<file path="src/rtl/mem_pkg.sv">
// Shared definitions for the memory block copier.
//   - default address/data widths of the 16-bit Memory port
//   - legal range of the read latency parameter
//   - copier FSM state encoding
package mem_pkg;

  localparam int AW_DEF     = 16;
  localparam int DW_DEF     = 16;
  localparam int RD_LAT_MIN = 1;
  localparam int RD_LAT_MAX = 4;

  typedef enum logic [2:0] {
    IDLE  = 3'd0,
    READ  = 3'd1,
    WAIT  = 3'd2,
    WRITE = 3'd3,
    DONE  = 3'd4
  } state_t;

endpackage

</file>
<file path="src/rtl/mem_copy_addr_gen.sv">
// Address generator for the block copier.
// Owns the word index, the copy direction and the last-word test.
// Ports:
//   clk, rst_n        clock, async active-low reset
//   load              accepted start: latch src/dst/len, pick direction, init index
//   step              advance the index by one word in the chosen direction
//   src_addr/dst_addr/len  request fields (used only with load)
//   rd_addr           source address for the READ being entered (index after load/step)
//   wr_addr           destination address for the current index
//   last              current index is the final word of the copy
module mem_copy_addr_gen #(
  parameter int AW = 16
) (
  input  logic          clk,
  input  logic          rst_n,
  input  logic          load,
  input  logic          step,
  input  logic [AW-1:0] src_addr,
  input  logic [AW-1:0] dst_addr,
  input  logic [AW-1:0] len,
  output logic [AW-1:0] rd_addr,
  output logic [AW-1:0] wr_addr,
  output logic          last
);

  logic [AW-1:0] src_q;
  logic [AW-1:0] dst_q;
  logic [AW-1:0] len_q;
  logic [AW-1:0] idx_q;
  logic          desc_q;

  logic [AW:0]   src_ext;
  logic [AW:0]   dst_ext;
  logic [AW:0]   end_ext;
  logic          desc_in;
  logic [AW-1:0] idx_init;
  logic [AW-1:0] idx_step;

  // Overlap test uses one extra bit so src+len never wraps; a range that
  // only overlaps through the wrap therefore copies ascending.
  always_comb begin
    src_ext  = {1'b0, src_addr};
    dst_ext  = {1'b0, dst_addr};
    end_ext  = src_ext + {1'b0, len};
    desc_in  = (dst_ext > src_ext) && (dst_ext < end_ext);
    idx_init = desc_in ? (len - AW'(1)) : '0;
    idx_step = desc_q ? (idx_q - AW'(1)) : (idx_q + AW'(1));
  end

  // rd_addr is registered by the top on the edge that enters READ, which is
  // the same edge that loads or steps the index, so it looks one step ahead.
  always_comb begin
    rd_addr = load ? (src_addr + idx_init) : (src_q + idx_step);
    wr_addr = dst_q + idx_q;
    last    = desc_q ? (idx_q == '0) : (idx_q == (len_q - AW'(1)));
  end

  always_ff @(posedge clk or negedge rst_n) begin
    if (!rst_n) begin
      src_q  <= '0;
      dst_q  <= '0;
      len_q  <= '0;
      idx_q  <= '0;
      desc_q <= 1'b0;
    end else if (load) begin
      src_q  <= src_addr;
      dst_q  <= dst_addr;
      len_q  <= len;
      idx_q  <= idx_init;
      desc_q <= desc_in;
    end else if (step) begin
      idx_q  <= idx_step;
    end
  end

endmodule

</file>
<file path="src/rtl/mem_block_copier.sv">
// Memory block copier (simple DMA, memmove semantics) driving the 16-bit
// Memory port. Each word costs READ (1) + WAIT (RD_LAT) + WRITE (1) cycles.
// Ports:
//   clk, rst_n                 clock, async active-low reset
//   start                      one-cycle request, honoured only in IDLE
//   src_addr, dst_addr, len    copy request, latched on accepted start
//   busy, done, count          status: copy in progress, completion pulse, words written
//   mem_addr, mem_data, mem_w, mem_r, mem_q   Memory port (all outputs registered)
//   state                      current FSM state, for observation
// Handshake: start is a request pulse with no ready; it is accepted only when
// the FSM is in IDLE, otherwise dropped. done pulses for exactly one cycle.
// RD_LAT legal range: RD_LAT_MIN..RD_LAT_MAX.
module mem_block_copier
  import mem_pkg::*;
#(
  parameter int AW     = AW_DEF,
  parameter int DW     = DW_DEF,
  parameter int RD_LAT = 1
) (
  input  logic          clk,
  input  logic          rst_n,
  input  logic          start,
  input  logic [AW-1:0] src_addr,
  input  logic [AW-1:0] dst_addr,
  input  logic [AW-1:0] len,
  output logic          busy,
  output logic          done,
  output logic [AW-1:0] count,
  output logic [AW-1:0] mem_addr,
  output logic [DW-1:0] mem_data,
  output logic          mem_w,
  output logic          mem_r,
  input  logic [DW-1:0] mem_q,
  output state_t        state
);

  state_t        state_q;
  state_t        state_d;
  logic [2:0]    wait_q;
  logic          accept;
  logic          step;
  logic [AW-1:0] rd_addr;
  logic [AW-1:0] wr_addr;
  logic          last;

  assign state = state_q;

  mem_copy_addr_gen #(.AW(AW)) u_addr_gen (
    .clk      (clk),
    .rst_n    (rst_n),
    .load     (accept),
    .step     (step),
    .src_addr (src_addr),
    .dst_addr (dst_addr),
    .len      (len),
    .rd_addr  (rd_addr),
    .wr_addr  (wr_addr),
    .last     (last)
  );

  always_comb begin
    state_d = state_q;
    accept  = 1'b0;
    step    = 1'b0;
    case (state_q)
      IDLE: begin
        if (start) begin
          accept  = 1'b1;
          state_d = (len == '0) ? DONE : READ;
        end
      end
      READ:  state_d = WAIT;
      WAIT: begin
        if (wait_q == 3'(RD_LAT - 1)) state_d = WRITE;
      end
      WRITE: begin
        if (last) begin
          state_d = DONE;
        end else begin
          state_d = READ;
          step    = 1'b1;
        end
      end
      DONE:    state_d = IDLE;
      default: state_d = IDLE;
    endcase
  end

  // Outputs are registered from the next state so they line up with the
  // state they belong to.
  always_ff @(posedge clk or negedge rst_n) begin
    if (!rst_n) begin
      state_q  <= IDLE;
      wait_q   <= 3'd0;
      mem_r    <= 1'b0;
      mem_w    <= 1'b0;
      mem_addr <= '0;
      mem_data <= '0;
      busy     <= 1'b0;
      done     <= 1'b0;
      count    <= '0;
    end else begin
      state_q <= state_d;
      mem_r   <= (state_d == READ);
      mem_w   <= (state_d == WRITE);
      busy    <= (state_d == READ) || (state_d == WAIT) || (state_d == WRITE);
      done    <= (state_d == DONE);
      wait_q  <= (state_q == WAIT) ? (wait_q + 3'd1) : 3'd0;

      if (state_d == READ) begin
        mem_addr <= rd_addr;
      end else if (state_d == WRITE) begin
        mem_addr <= wr_addr;
      end

      // mem_data doubles as the word buffer: it captures on the last WAIT cycle.
      if ((state_q == WAIT) && (state_d == WRITE)) begin
        mem_data <= mem_q;
      end

      if (accept) begin
        count <= '0;
      end else if (state_q == WRITE) begin
        count <= count + AW'(1);
      end
    end
  end

endmodule
</file>
<file path="config.mk">
export PLATFORM = sky130hd
export DESIGN_NAME = mem_block_copier
export DESIGN_NICKNAME = d
export VERILOG_FILES = /design/src/rtl/mem_pkg.sv /design/src/rtl/mem_copy_addr_gen.sv /design/src/rtl/mem_block_copier.sv
export SDC_FILE = /design/constraint.sdc
export NUM_CORES = 1
export LEC_CHECK = 0
export CAP_MARGIN = 40
export CORE_MARGIN = 2
export CORE_UTILIZATION = 50
export CTS_CLUSTER_SIZE = 8
export DETAILED_ROUTE_END_ITERATION = 12
export PLACE_DENSITY = 0.82
export SLEW_MARGIN = 0
export SYNTH_ARGS = -nofsm -noshare
export SYNTH_HDL_FRONTEND = slang
export SYNTH_SLANG_ARGS = --single-unit
</file>
<file path="constraint.sdc">
create_clock -name clk -period 3.7 [get_ports clk]
set_input_delay 0.555 -clock clk [delete_from_list [all_inputs] [get_ports clk]]
set_output_delay 0.555 -clock clk [all_outputs]
set_load 0.02 [all_outputs]
</file>
### Word-level counts from Yosys, hierarchy flattened

Cells that the tools add are included.

| word-level totals | value |
|---|---|
| bits in latches | 0 |
| RAM bits | 0 |
| output and inout bits | 55 |
| input bits | 67 |
| bits in read-only memories | 0 |
| bits in registers | 123 |
| memories | 0 |

| operators by class | value |
|---|---|
| add/subtract/negate cells | 10 |
| divide/modulo/power cells | 0 |
| equal/unequal tests | 8 |
| multiply operators | 0 |
| shifts and indexed selects | 0 |
| bitwise logic cells | 0 |
| reduce and logical (&&, ||, !) cells | 11 |
| magnitude comparators | 2 |
| muxes and demuxes | 20 |

Operators by type and width:

| kind | number |
|---|---|
| $mux W16 | 9 |
| $add A16 B16 Y16 | 3 |
| $sub A16 B1 Y16 const B | 3 |
| $add A16 B1 Y16 const B | 2 |
| $logic_not A16 Y1 | 2 |
| $add A16 B16 Y17 | 1 |
| $lt A16 B17 Y1 | 1 |
| $eq A16 B16 Y1 | 1 |
| $gt A16 B16 Y1 | 1 |
| $mux W3 | 5 |
| $eq A3 B2 Y1 const B | 4 |
| $pmux W3 S4 | 1 |
| $eq A3 B1 Y1 const B | 2 |
| $logic_not A3 Y1 | 2 |
| $reduce_bool A2 Y1 | 3 |
| $mux W1 | 5 |
| $add A3 B1 Y3 const B | 1 |
| $eq A3 B3 Y1 const B | 1 |
| $logic_and A1 B1 Y1 | 2 |
| $logic_or A1 B1 Y1 | 2 |

### Depth between registers and ports, before layout

Gate-level depths: netlist of the first run.

| depth | value |
|---|---|
| depth after elaboration | 8 |
| gate-level depth with buffers | 30 |
| depth with buffers taken out | 29 |

### Cells and area by module

A second synthesis of the first run with hierarchy kept.

| unflattened totals | value |
|---|---|
| cell total of the unflattened synthesis | 1094 |
| area, all modules | 10163.5 um^2 |

By module, submodules not included:

| module | times used | seq. area each (um^2) | cells an instance | area an instance (um^2) |
|---|---|---|---|---|
| mem_copy_addr_gen | 1 | 1626.6 | 857 | 7509.7 |
| mem_block_copier | 1 | 1451.4 | 237 | 2653.8 |

### Least setup slack after synthesis of the first run

Ideal clock, no wire load.

| timing path | value |
|---|---|
| path kind | in2reg |
| from | in src_addr[0] |
| to | reg mem_addr[13] |
| stages | 26 |
| arrival | 5.630 ns |
| path buffers | 0 |
| library setup time | 0.135 ns |
| path slack | -2.065 ns |
| cell sequence | ha_1 -> fa_1 -> a211oi_1 -> o21ai_0 -> nand4_1 -> a31oi_1 -> xnor2_1 -> ha_1 -> and3_1 -> o2111ai_1 -> a21oi_1 -> a2111oi_0 -> a21oi_1 -> a221o_1 -> or2_2 -> inv_1 -> ha_1 -> a21oi_1 -> o21ai_0 -> o41a_1 -> a31o_2 -> a211oi_1 -> xor2_1 -> nor2_1 -> a211oi_1 -> o31ai_1 |

| on the way | value |
|---|---|
| cells in the longest elaborated chain, start to end | 7 |
| elaborated cells between the ends (all ways) | 8 |
| those cells by class | 2 x add/sub; 2 x order compare; 3 x mux; 1 x reduce/logical |

Ends and longest elaborated chain:

| element | RTL line | text |
|---|---|---|
| start, declared | mem_block_copier.sv:23 | `input logic [AW-1:0] src_addr,` |
| $add A16 B16 Y17 | mem_copy_addr_gen.sv:44 | `end_ext = src_ext + {1'b0, len};` |
| $lt A16 B17 Y1 | mem_copy_addr_gen.sv:45 | `desc_in = (dst_ext > src_ext) && (dst_ext < end_ext);` |
| $logic_and A1 B1 Y1 | mem_copy_addr_gen.sv:45 |  |
| $mux W16 | mem_copy_addr_gen.sv:46 | `idx_init = desc_in ? (len - AW'(1)) : '0;` |
| $add A16 B16 Y16 (*) | mem_copy_addr_gen.sv:53 | `rd_addr = load ? (src_addr + idx_init) : (src_q + idx_step);` |
| $mux W16 (*) | mem_copy_addr_gen.sv:53 |  |
| $mux W16 (*) | mem_block_copier.sv:110 | `if (state_d == READ) begin` |
| end signal, assigned | mem_block_copier.sv:111 | `mem_addr <= rd_addr;` |
| end signal, assigned | mem_block_copier.sv:113 | `mem_addr <= wr_addr;` |
| end, declared | mem_block_copier.sv:29 | `output logic [AW-1:0] mem_addr,` |

Mark *: on every way between the ends. The rest lies on a longest branch, timed or not.
A chain may end at the register's enable or synchronous reset.

### Worst setup path in the final report of the first run

| timing path | value |
|---|---|
| from | in len[0] |
| to | reg mem_addr[14] |

| on the way | value |
|---|---|
| cells in the longest elaborated chain, start to end | 7 |
| elaborated cells between the ends (all ways) | 15 |
| those cells by class | 3 x add/sub; 1 x order compare; 2 x eq/ne; 6 x mux; 3 x reduce/logical |

Ends and longest elaborated chain:

| element | RTL line | text |
|---|---|---|
| start, declared | mem_block_copier.sv:25 | `input logic [AW-1:0] len,` |
| $add A16 B16 Y17 | mem_copy_addr_gen.sv:44 |  |
| $lt A16 B17 Y1 | mem_copy_addr_gen.sv:45 |  |
| $logic_and A1 B1 Y1 | mem_copy_addr_gen.sv:45 |  |
| $mux W16 | mem_copy_addr_gen.sv:46 |  |
| $add A16 B16 Y16 | mem_copy_addr_gen.sv:53 |  |
| $mux W16 | mem_copy_addr_gen.sv:53 |  |
| $mux W16 | mem_block_copier.sv:110 |  |

Parallel ways exist; a longest one is shown, timed or not.

==> results of run 1 <==
==> cells in the final DEF (no fill, tap or decap), types with 12 or more instances in the layout <==
master / netlist / routed
clkdlybuf4s50_1: 0 / 102
buf_6: 2 / 14
inv_1: 58 / 56
nor2_1: 82 / 72
a21o_1: 22 / 22
nand2_1: 213 / 208
buf_4: 1 / 217
xnor2_1: 55 / 54
dfrtp_1: 123 / 123
a221o_1: 12 / 12
o21ai_0: 67 / 50
dlygate4sd2_1: 0 / 12
nand3_1: 19 / 19
ha_1: 111 / 96
xor2_1: 50 / 49
a21oi_1: 62 / 52
nor3_1: 36 / 28
clkbuf_16: 0 / 17
and3_1: 14 / 14
ha_4: 0 / 13
==> per-layer routing <==
layer  vias to the layer above  track usage  routed length [um]  part of all wire
met5                         -            0                   0                 0
met3                       132      0.05331                3623              0.10
met2                       662       0.5420               16220              0.46
met4                         0       0.1681                1919             0.054
li1                       4890            -                   -                 -
met1                      4957       0.4195               13660              0.39
==> report_power, final <==
| group | total, mW | leakage [nW] | switching, mW | internal (mW) |
|---|---|---|---|---|
| clock | 1.64 | 0.275 | 0.623 | 1.02 |
| combinational | 9.67 | 4.84 | 5.18 | 4.49 |
| sequential | 2.57 | 1.55 | 0.620 | 1.95 |
| total | 13.9 | 6.67 | 6.42 | 7.46 |
==> cell families (layout without fill, tap and decap cells) <==
| kind of cell | count (synthesis) | in the layout | synth area share |
|---|---|---|---|
| xor+xnor | 106 | 106 | 0.09512 |
| compound gates | 275 | 275 | 0.1862 |
| buf+inv | 95 | 443 | 0.03848 |
| fa+ha+maj | 116 | 116 | 0.1501 |
| mux | 4 | 4 | 0.004037 |
| flops | 123 | 123 | 0.3103 |
| simple gates | 457 | 457 | 0.2157 |
==> registers in the layout, summed over array words and instances, names as in the netlist, 3 cells and up <==
signal / flops
count: 16
mem_addr: 16
mem_data: 16
state: 3
u_addr_gen.dst_q: 16
u_addr_gen.idx_q: 16
u_addr_gen.len_q: 16
u_addr_gen.src_q: 16
wait_q: 3
==> cell type report <==
type / instances / area (sq um)
inverter: 61 / 236.5
multi-input combinational: 958 / 7068
tap: 265 / 331.6
sequential: 123 / 3078
clock buffer: 21 / 460.4
clock inverter: 11 / 118.9
timing repair buffer: 350 / 2973
fill: 1365 / 5196
==> through the flow <==
step / TNS, ps / util / area, sq um / instances
finish: -31290 / 0.7330 / 14270 / 1789
CTS: -26800 / 0.7186 / 13990 / 1780
floorplan: -22640 / - / 10110 / 1176
global placement: -55920 / 0.6727 / 13090 / 1739
global route: -36140 / 0.7330 / 14270 / 1789
detailed placement: -58770 / 0.6727 / 13090 / 1739
==> timing repair <==
| item | CTS | global route |
|---|---|---|
| setup buffers | 12 | 12 |
| setup endpoints to repair | 33 | 33 |
| hold endpoints to repair | 0 | 0 |
| pin swaps | 63 | 56 |
| resized for setup | 101 | 44 |
==> final timing paths <==
check                                            to  cells after the start
worst max-delay path                   mem_addr[14]                     29
worst min-delay path                   mem_addr[12]                      1
worst max register to register         mem_addr[15]                     19
worst min register to register            wait_q[0]                      1
max in group asynchronous       u_addr_gen.src_q[8]                      2
min in group clk                          wait_q[0]                      1
==> metrics.md, run 1 <==
| Metric | Value |
|---|---|
| Initial antenna violation count | `0` |
| Total leakage power | `6.668 nW` |
| Final Max Tran Viols | `0` |
| Final clock skew | `10.20 ps` |
| Core area | `19460 sq um` |
| Number of detailed-route iterations in the first pass | `5` |
| Vias/cell | `5.948` |
| Antenna-violating nets left | `0` |
| Root buffer cell | `clkbuf_16` |
| Seq/Total Area, Yosys | `0.3103` |
| Least-Margin Pin Slew | `854.4 ps` |
| Final setup fails | `33` |
| Post-Syn Area | `9918 sq um` |
| Latest clock arrival within the worst-skew pair | `430 ps` |
| Die extent in y | `144.8 um` |
| IO buf count | `121` |
| Startpoint class of the critical path | `primary input` |
| H-tree depth | `4` |
| Syn nets | `1359` |
| Setup slack at placement | `-2848 ps` |
| Post-DP HPWL | `25580 um` |
| CP bufs+invs | `5` |
| Slew margin rel. | `0.4304` |
| Area Growth Syn to Fin | `43.84%` |
| R2r setup slk | `-630 ps` |
| Area leader, netlist | `dfrtp_1` |
| CTS tree | `yes` |
| Yosys reg bits | `123` |
| P per Cell Area | `973.1 nW/um^2` |
| Detailed-route wire length per cell | `19.80 um` |
| Period utilization | `1.516` |
| Maximum buffer depth of the clock tree | `2` |
| Initial DRC Count | `1016` |
| Share of post-route cells with drive strength above 1 | `0.2454` |
| Cts hold-fix bufs | `0` |
| Req. time, crit path | `4000 ps` |
| Area share of the largest cell type after synthesis | `0.3103` |
| CP delay by family, top | `compound AO/OA/AOI/OAI gates` |
| Inserted Diodes | `0` |
| Post-Synthesis Cells | `1176` |
| Top post-synthesis cells by count | `nand2_1, dfrtp_1, ha_1` |
| Worst VDD drop | `0.4485 mV` |
| CTS buffer count | `17` |
| Status | `complete, but fails checks` |
| # IOs | `122` |
| GR Util All Layers | `0.3295` |
| Largest net degree at the start of global routing | `66` |
| RSZ-0062 raised after global routing | `yes` |
| Worst path max stage delay | `480 ps` |
| Vias in the first global route | `10240` |
| CP Launch Point | `len[0]` |
| Vias | `10640` |
| Mapped Avg Cell Area | `8.434 sq um` |
| Tmin final | `5610 ps` |
| Distinct cells, synth | `78` |
| Residual DRC | `0` |
| Initial Util | `0.5096` |
| Largest cells by area after synthesis | `dfrtp_1, ha_1, nand2_1, xnor2_1, xor2_1` |
| Achievable Freq | `0.1783 GHz` |
| Die W | `144.8 um` |
| Overall power | `13.88 mW` |
| Min Hold Slack | `225.4 ps` |
| Total Die Area | `20980 sq um` |
| Setup CP Type | `in2reg` |
| Routed WL | `35430 um` |
| Critical Path Sink Type | `flop` |
| Setup ws final | `-1910 ps` |
| Final count of hold timing violations | `0` |
| # clock sinks | `123` |
| Most numerous cell in the Yosys netlist | `nand2_1` |
| Worst r2r src | `u_addr_gen.desc_q` |
| Worst Path Max Fanout | `4` |
| Clock transition at path regs | `60 ps` |
| Failing checks | `setup timing` |
| Number of synthesized flops with an enable pin | `0` |
| Number of warning messages in the yosys log | `0` |
| Grt ovf | `0` |
| Max-cap viol count | `0` |
| Row Count | `51` |
| Predominant post-synthesis flop cell | `dfrtp_1` |
| Gpl congestion | `1.036` |
| Async SR Flop Fraction | `1.000` |
| Slowest CP cell | `a221o_1` |
| Hold WC Path Type | `in2async` |
| Number of nets in the layout | `1694` |
| Global-route wire length before repair | `52870 um` |
| Critical path arrival | `5910 ps` |
No activity file was read; power rests on OpenSTA's default activity.
==> inputs of run 2 (changes only) <==
--- a/config.mk
+++ b/config.mk
@@ -6,7 +6,6 @@
 export NUM_CORES = 1
 export LEC_CHECK = 0
 export CAP_MARGIN = 40
-export CORE_MARGIN = 2
 export CORE_UTILIZATION = 50
 export CTS_CLUSTER_SIZE = 8
 export DETAILED_ROUTE_END_ITERATION = 12
==> metrics.md, run 2 (synthesis gave the netlist of run 1 again) <==
| Metric | Value |
|---|---|
| Critical path arrival | `5860 ps` |
| Cts hold-fix bufs | `0` |
| Max-cap viol count | `0` |
| Inserted Diodes | `0` |
| Setup crit end | `mem_addr[14]` |
| Worst path max stage delay | `420 ps` |
| Worst r2r dst | `mem_addr[14]` |
| Setup ws final | `-1865 ps` |
| Gpl congestion | `0.9874` |
| # IOs | `122` |
| Slowest CP cell | `a221o_1` |
| Vias/cell | `5.942` |
| Register area | `3078 sq um` |
| Number of detailed-route iterations in the first pass | `6` |
| Final count of hold timing violations | `0` |
| Die extent in y | `142.8 um` |
| Initial Util | `0.5096` |
| Initial DRC Count | `982` |
| Core area | `19460 sq um` |
| Slew margin rel. | `0.4542` |
| H-tree depth | `4` |
| Clock transition at path regs | `60 ps` |
| Worst Path Max Fanout | `4` |
| Tmin final | `5565 ps` |
| Root buffer cell | `clkbuf_16` |
| Final clock skew | `14.05 ps` |
| Die W | `142.8 um` |
| GR Util All Layers | `0.3342` |
| Final setup fails | `33` |
| Least-Margin Pin Slew | `818.8 ps` |
| Finished Cell Area | `14370 sq um` |
| Req. time, crit path | `3990 ps` |
| IO buf count | `121` |
| RSZ-0062 raised after global routing | `yes` |
| Antenna-violating nets left | `0` |
| Share of post-route cells with drive strength above 1 | `0.2487` |
| Vias | `10610` |
| P per Cell Area | `987.0 nW/um^2` |
| Largest net degree at the start of global routing | `81` |
| Setup CP Type | `in2reg` |
| Latest clock arrival within the worst-skew pair | `440 ps` |
| Period utilization | `1.504` |
| Startpoint class of the critical path | `primary input` |
| Critical Path Sink Type | `flop` |
| Commonest non-fill, non-tap cell in the layout | `buf_4` |
| CP Launch Point | `len[1]` |
| Maximum buffer depth of the clock tree | `2` |
| Area after DPL | `13060 sq um` |
| Overall power | `14.18 mW` |
| Post-DP HPWL | `25400 um` |
| Status | `complete, but fails checks` |
| CTS tree | `yes` |
| Row Count | `51` |
| Number of nets in the layout | `1690` |
| CTS buffer count | `17` |
| Hold WC Path Type | `in2async` |
| Number of fill cells | `1372` |
| Residual DRC | `0` |
| Total leakage power | `6.720 nW` |
| Routed WL | `35240 um` |
| Area of the multi-input gates | `7133 sq um` |
| # clock sinks | `123` |
| Total Die Area | `20400 sq um` |
| Achievable Freq | `0.1797 GHz` |
| Commonest cells after routing, fill and taps aside | `buf_4, nand2_1, dfrtp_1` |
| Worst r2r src | `u_addr_gen.desc_q` |
| Worst VDD drop | `0.4473 mV` |
| R2r setup slk | `-500 ps` |
| Failing checks | `setup timing` |
| Area Growth Syn to Fin | `44.85%` |
| Global-route wire length before repair | `51890 um` |
| Grt ovf | `0` |
| Final Max Tran Viols | `0` |
| Initial antenna violation count | `0` |
| Detailed-route wire length per cell | `19.74 um` |
| FF-to-FF path depth | `19` |
| Vias in the first global route | `10100` |
## run 2: changes by cell type in the layout (fill, tap and decap cells not counted), sizes merged
cell	delta
buf	-4
bufinv	+1
clkinvlp	-3
dlygate4sd2	-4
dlymetal6s2s	+1
inv	+5
## run 2: area by class of cell
cell class	instances	area share
clock buffer	18	0.03057
clock inverter	14	0.01263
inverter	61	0.01629
multi-input combinational	958	0.4965
sequential	123	0.2142
tap	265	0.02308
timing repair buffer	346	0.2067
## run 2: worst max-delay path, delay by kind of cell
family / cells / cell delay, ps
compound gates: 17 / 2850
buf+inv: 4 / 430
mux: 1 / 170
xor+xnor: 1 / 170
fa+ha+maj: 4 / 1090
simple gates: 5 / 590
## run 2: what timing repair did
item / CTS / global route
cloned: 0 / 0
setup endpoints to repair: 33 / 33
buffers inserted: 3 / 19
pin swaps: 47 / 57
gates resized for setup: 88 / 74
## run 2: power by group
part,switching [mW],internal (mW)
Combinational,5.32,4.53
Clock,0.688,1.09
Sequential,0.607,1.95
Total,6.61,7.57
## run 2: worst min-delay path by stage
stage | start | endpoint | slack [ps] | cells past startpoint
floorplan | rst_n | busy | 260 | 0
global placement | wait_q[0] | wait_q[0] | 450 | 1
CTS | rst_n | count[5] | 240 | 1
global route | rst_n | state[0] | 280 | 1
detailed placement | wait_q[0] | wait_q[0] | 460 | 1
finish | rst_n | wait_q[2] | 210 | 1
## run 2: per-layer routing
layer | wire length [um] | global-route usage
met4 | 1736 | 0.1596
met3 | 3116 | 0.05332
met1 | 14080 | 0.4234
met2 | 16310 | 0.5560
met5 | 0 | 0
## run 2: metrics by stage
step	util	setup TNS [ps]	setup slack, ps	hold slack, ps	instances
2_1_floorplan	-	-22640	-1678	259.4	1176
3_3_place_gp	0.6710	-56180	-2667	448.5	1733
3_5_place_dp	0.6710	-58680	-2767	456.1	1733
4_1_cts	0.7149	-25970	-1748	243.1	1768
5_1_grt	0.7382	-32080	-2053	279.6	1785
6_report	0.7382	-27280	-1865	213.5	1785
